`src/rtl/barrel_shifter_8b_pkg.sv`:
```
// Shared shifter definitions. Other shifter users import the mode enum from here.
//   DATA_W       operand / result width
//   SHAMT_W      shift-amount width (one mux stage per bit)
//   shift_mode_e LSR / LSL / ROR / ROL
//   mode_of()    maps the ROTATE / SHIFT_LEFT parameter pair onto a mode
package barrel_shifter_8b_pkg;

  localparam int DATA_W  = 8;
  localparam int SHAMT_W = 3;

  typedef enum logic [1:0] {
    LSR = 2'd0,
    LSL = 2'd1,
    ROR = 2'd2,
    ROL = 2'd3
  } shift_mode_e;

  function automatic shift_mode_e mode_of(input bit rotate, input bit left);
    case ({rotate, left})
      2'b00:   return LSR;
      2'b01:   return LSL;
      2'b10:   return ROR;
      default: return ROL;
    endcase
  endfunction

endpackage

```
`src/rtl/barrel_shifter_8b_stage.sv`:
```
// One stage of the logarithmic shifter: shifts/rotates by a fixed AMOUNT
// when sel is high, otherwise passes the operand through. Purely combinational.
//   in   operand from the previous stage
//   sel  one bit of the shift amount
//   out  operand for the next stage
module barrel_stage
  import barrel_shifter_8b_pkg::*;
#(
  parameter int AMOUNT     = 1,
  parameter bit ROTATE     = 1'b0,
  parameter bit SHIFT_LEFT = 1'b0
) (
  input  logic [DATA_W-1:0] in,
  input  logic              sel,
  output logic [DATA_W-1:0] out
);

  localparam shift_mode_e MODE = mode_of(ROTATE, SHIFT_LEFT);

  logic [DATA_W-1:0] shf;

  // Rotations OR in the bits that a plain shift would drop off the far end.
  always_comb begin
    case (MODE)
      LSR:     shf = in >> AMOUNT;
      LSL:     shf = in << AMOUNT;
      ROR:     shf = (in >> AMOUNT) | (in << (DATA_W - AMOUNT));
      default: shf = (in << AMOUNT) | (in >> (DATA_W - AMOUNT));
    endcase
  end

  assign out = sel ? shf : in;

endmodule

```
`src/rtl/barrel_shifter_8b.sv`:
```
// 8-bit logarithmic barrel shifter, one cycle latency, new operand every cycle.
//   clk    rising-edge clock
//   rst_n  async active-low reset, clears out
//   in     operand
//   ctrl   shift amount 0..7
//   out    registered result
// ROTATE=1 wraps shifted-out bits; SHIFT_LEFT=1 shifts toward the MSB.
module barrel_shifter_8b
  import barrel_shifter_8b_pkg::*;
#(
  parameter bit ROTATE     = 1'b0,
  parameter bit SHIFT_LEFT = 1'b0
) (
  input  logic               clk,
  input  logic               rst_n,
  input  logic [DATA_W-1:0]  in,
  input  logic [SHAMT_W-1:0] ctrl,
  output logic [DATA_W-1:0]  out
);

  // stg[i] is the operand after stages 0..i-1; stage i shifts by 2**i.
  logic [DATA_W-1:0] stg [SHAMT_W+1];
  logic [DATA_W-1:0] out_d, out_q;

  assign stg[0] = in;

  for (genvar i = 0; i < SHAMT_W; i++) begin : g_stg
    barrel_stage #(
      .AMOUNT     (1 << i),
      .ROTATE     (ROTATE),
      .SHIFT_LEFT (SHIFT_LEFT)
    ) u_stg (
      .in  (stg[i]),
      .sel (ctrl[i]),
      .out (stg[i+1])
    );
  end

  assign out_d = stg[SHAMT_W];

  always_ff @(posedge clk or negedge rst_n) begin
    if (!rst_n) out_q <= '0;
    else        out_q <= out_d;
  end

  assign out = out_q;

endmodule

```
`config.mk`:
```
export PLATFORM = sky130hd
export DESIGN_NAME = barrel_shifter_8b
export DESIGN_NICKNAME = d
export VERILOG_FILES = /design/src/rtl/barrel_shifter_8b_pkg.sv /design/src/rtl/barrel_shifter_8b_stage.sv /design/src/rtl/barrel_shifter_8b.sv
export SDC_FILE = /design/constraint.sdc
export NUM_CORES = 1
export LEC_CHECK = 0
export ABC_AREA = 1
export CAP_MARGIN = 20
export CORE_MARGIN = 2
export CORE_UTILIZATION = 35
export DETAILED_ROUTE_END_ITERATION = 16
export PLACE_DENSITY = 0.78
export RECOVER_POWER = 25
export SETUP_SLACK_MARGIN = 0.15
export SKIP_CTS_REPAIR_TIMING = 1
export SYNTH_ARGS = -nofsm -noshare
export SYNTH_HDL_FRONTEND = slang
export SYNTH_SLANG_ARGS = --single-unit
```
`constraint.sdc`:
```
create_clock -name clk -period 0.8 [get_ports clk]
set_input_delay 0.24 -clock clk [delete_from_list [all_inputs] [get_ports clk]]
set_output_delay 0.24 -clock clk [all_outputs]
set_load 0.02 [all_outputs]
```
# After elaboration in Yosys (flattened, before gate mapping)
# Index checks and enable logic that the tools add are counted.
[totals]
rom_bits = 0
ramBits = 0
elab_cells = 4
n_memories = 0
latchBits = 0
in_bits = 13
output_inout_bits = 8
register_bits = 8
[classes]
n_mux = 3
bitwise_logic = 0
n_shift = 0
n_eq_ne = 0
order_cmp = 0
mul = 0
addsub = 0
n_div = 0
n_reduce_logical = 0
[ops]
columns = ["cell", "count"]
rows = [
  ["8-bit two-way mux", 3],
]

# Longest topological paths before layout
[logic_depth]
ltp_word = 3
mapped_depth = 6
ltp_nobuf = 5

# Hierarchy
# Synthesis repeated with hierarchy kept, for this count alone.
[unflattened]
cells_unflattened = 79
area_unflattened_um2 = 489.2
[modules_own_cells]
columns = ["mod", "area_each_um2", "instances", "cells_each", "seq_area_each_um2"]
rows = [
  ["barrel_shifter_8b", 200.2, 1, 8, 200.2],
  ["barrel_stage (g_stg[0].u_stg)", 101.3, 1, 25, 0.0],
  ["barrel_stage (g_stg[1].u_stg)", 97.6, 1, 24, 0.0],
  ["barrel_stage (g_stg[2].u_stg)", 90.1, 1, 22, 0.0],
]

# Worst setup path after synthesis
# No wires, ideal clock.
[synth_path]
kind = "input port to flip-flop"
from = "input ctrl[1]"
to = "register out_q[0], in the netlist out[0]"
path_slack_ps = 17
arrival_ps = 665
cell_stages = 5
cell_sequence = "buf_6 > inv_2 > nand3_1 > nand3_1 > nand2_1"
[synth_via]
elab_chain_cells = 2
[synth_rtl]
columns = ["element", "line", "source"]
rows = [
  ["from (decl)", "barrel_shifter_8b.sv:17", "input logic [SHAMT_W-1:0] ctrl,"],
  ["8-bit two-way mux (2 in a row)", "barrel_shifter_8b_stage.sv:32", "assign out = sel ? shf : in;"],
  ["net g_stg[2].u_stg.out[0]", "barrel_shifter_8b_stage.sv:15", "output logic [DATA_W-1:0] out"],
  ["to (signal assigned)", "barrel_shifter_8b.sv:43", "else out_q <= out_d;"],
  ["to (decl)", "barrel_shifter_8b.sv:23", "logic [DATA_W-1:0] out_d, out_q;"],
]
# The timed path passes the listed nets, and every way through them passes these cells.

# Final worst setup path
[layout_path]
from = "register out_q[7], in the netlist out[7]"
to = "output out[7]"
[layout_rtl]
columns = ["element", "line", "source"]
rows = [
  ["to (decl)", "barrel_shifter_8b.sv:18", "output logic [DATA_W-1:0] out"],
]
# No word-level cell between the ends.

==> summary.txt <==
Floorplan
  • Die footprint: around 0.0017 mm^2
  • IO Pins: 21
  • Core Rows: 13
  • Die W: between 40 and 50 um
  • Die height: a little over 40 um
  • Initial Util: 37.29%
  • Core Region: 0.001285 mm^2

Job
  • Max Cap Viol: 0

Critical path
  • Startpoint types: flop
  • Setup CP Type: flop to primary output
  • Bufs and invs on worst path: 1
  • Crit path max-delay cell type: dfrtp_1
  • Critical path cell sequence: buf_6
  • Worst EP arrival: ~0.75 ns
  • Crit-path leading delay family: flip-flops
  • Crit path largest cell delay: 0.37 ns
  • CP endpoint kind: primary output
  • Required @ worst endpoint: 0.56 ns
  • Max FO, Critical Path: 1

Layout
  • Most frequent cells in the layout: nand3_2, nand2_1, buf_6
  • Commonest non-fill, non-tap cell in the layout: nand3_2
  • Fraction of layout cells with a size suffix above 1: 61.96%
  • Final Core Density: 80.33%
  • Max FFs per register: 8
  • Design area: 0.001032 mm^2
  • Fin nets: 107
  • Area Overhead vs Synth: 115.4%
  • ANT cells: 0

Pwr
  • P per Cell Area: 1206 mW/mm^2
  • Sw Pwr: 0.4100 mW
  • Internal: ~0.84 mW
  • Seq pwr share: between 30% and 40%
  • Combinational share of power: roughly two fifths
  • Maximum vdd ir drop: roughly 580 uV
  • Switching Share: 32.93%
  • Clk pwr share: between 20% and 30%
  • Pleak: roughly 0.54 nW
  • Final Power: 1.245 mW

Timing
  • RSZ-0062 raised after global routing: yes
  • Pins Over Slew Limit: 0
  • F_max: 1006 MHz
  • Worst Slack Setup Final: -0.1940 ns
  • Tmin final: ~0.99 ns
  • Endpoints failing setup: 8
  • Crit share post-route: 124.3%
  • Slew of the pin with the lowest slew margin: 0.3140 ns
  • Hold Vio Cnt, Final: 0
  • Slew HR: 79.03%

Hold path
  • HP Class: primary input to flop
  • Hold EP: out[7]$_DFF_PN0_
  • Min-delay src: in[7]
  • Hold depth: 3

CTS
  • TritonCTS clock tree: built
  • Clock sink total: 8
  • Max H-tree Level: 1
  • CTS Buf Count: 3
  • Clk slew on worst S/H paths: about 0.060 ns
  • Clk root buf: clkbuf_4
  • Max clock buf depth: 2

Detailed routing
  • Wire per inst: 15.03 um
  • Detail Route Antenna Nets: 0
  • Initial DRT Pass Iterations: 4
  • Remaining routing DRC violations: 0
  • Routed vias: 587
  • Drt total wl: 1608 um
  • Via/cell ratio: 5.486
  • DRT iter0 DRCs: 13

Synth
  • Synth Register Bits: 8
  • Mean Syn Cell Area: between 7 and 8 um^2
  • Synthesized Nets: 74
  • Distinct cells, synth: 14
  • Cells after Synth: 61
  • Largest cells by area after synthesis: dfrtp_1, nand3_1, nand2_1, nand2_2, nand3_2
  • Seq/Total Area, Yosys: 41.78%
  • Warnings from Yosys: 0
  • Synth top area share: 41.78%
  • Yosys top cell by area: dfrtp_1
  • Cell area after synthesis: ~480 um^2

GRT
  • Vias in the first global route: 473
  • Total congestion overflow: 0
  • Antenna violations before repair: 0
  • Largest net degree at the start of global routing: 10
  • Global-route wire length before repair: 1759 um
  • Global Route Usage Sum: 16.14%

Placement
  • Buffers on Ports: 20
  • Post-Place Cell Area: 745.7 um^2
  • Dpl ws: -0.5313 ns
  • Final RePlAce weighted congestion: 0.8399
  • Hpwl dp: 915.6 um

Run status
  • Status: finished, violations left
  • Failing checks: setup timing
[worst max-delay path by stage]
stage | from | end | cells past startpoint
2_1_floorplan | ctrl[0] | out[2]$_DFF_PN0_ | 6
3_3_place_gp | ctrl[0] | out[1]$_DFF_PN0_ | 7
3_5_place_dp | ctrl[0] | out[2]$_DFF_PN0_ | 7
4_1_cts | out[2]$_DFF_PN0_ | out[2] | 1
5_1_grt | out[3]$_DFF_PN0_ | out[3] | 1
6_report | out[7]$_DFF_PN0_ | out[7] | 1
[final cells by class]
type / count / area [um^2]
Timing Repair inverter: 2 / 22.52
Tap cell: 15 / 18.77
Timing Repair Buffer: 29 / 319.1
Multi-Input combinational cell: 47 / 404.1
Inverter: 3 / 45.04
Sequential cell: 8 / 200.2
Fill cell: 75 / 252.7
Clock buffer: 3 / 22.52
[power by group through the flow]
stage	Sequential [mW]	Clock [mW]	Combinational, mW
final	0.451	0.304	0.491
after floorplan	0.492	0	0.142
after detailed placement	0.451	0	0.355
after CTS	0.444	0.308	0.356
after global routing	0.454	0.321	0.524
after global placement	0.449	0	0.349
[metrics by stage]
stage          cells  setup TNS, ns  hold slack [ns]
6_report         107         -1.518           0.3308
5_1_grt          107         -1.692           0.3444
4_1_cts          102         -6.818           0.2768
3_5_place_dp      99         -6.752           0.5380
3_3_place_gp      99         -6.482           0.5419
2_1_floorplan     61              0         -0.05559
[cells by family (layout without fill, tap and decap cells)]
kind of cell	after synthesis	in the layout	share of synthesized area [%]
buf+inv	6	37	9.658
flops	8	8	41.78
simple gates	47	47	48.57
[Yosys cell counts]
master and count:
nor2_1 2, nand3_2 3, buf_2 1, nor3_1 1
inv_8 1, nand3_1 15, inv_2 1, nor2_2 1
inv_1 1, nand2_1 19, buf_6 2, dfrtp_1 8
nand4_1 1, nand2_2 5
[per-layer routing]
layer | share of wire (%) | track usage [%] | routed length (um) | vias up
met3 | 7.0 | 1.630 | 113 | 4
met1 | 34 | 17.22 | 540 | 286
met2 | 59 | 28.91 | 942 | 35
li1 | - | - | - | 262
met5 | 0 | 0 | 0 | -
met4 | 0.68 | 11.67 | 11 | 0
Note: power is estimated with default switching activity, not from simulation.
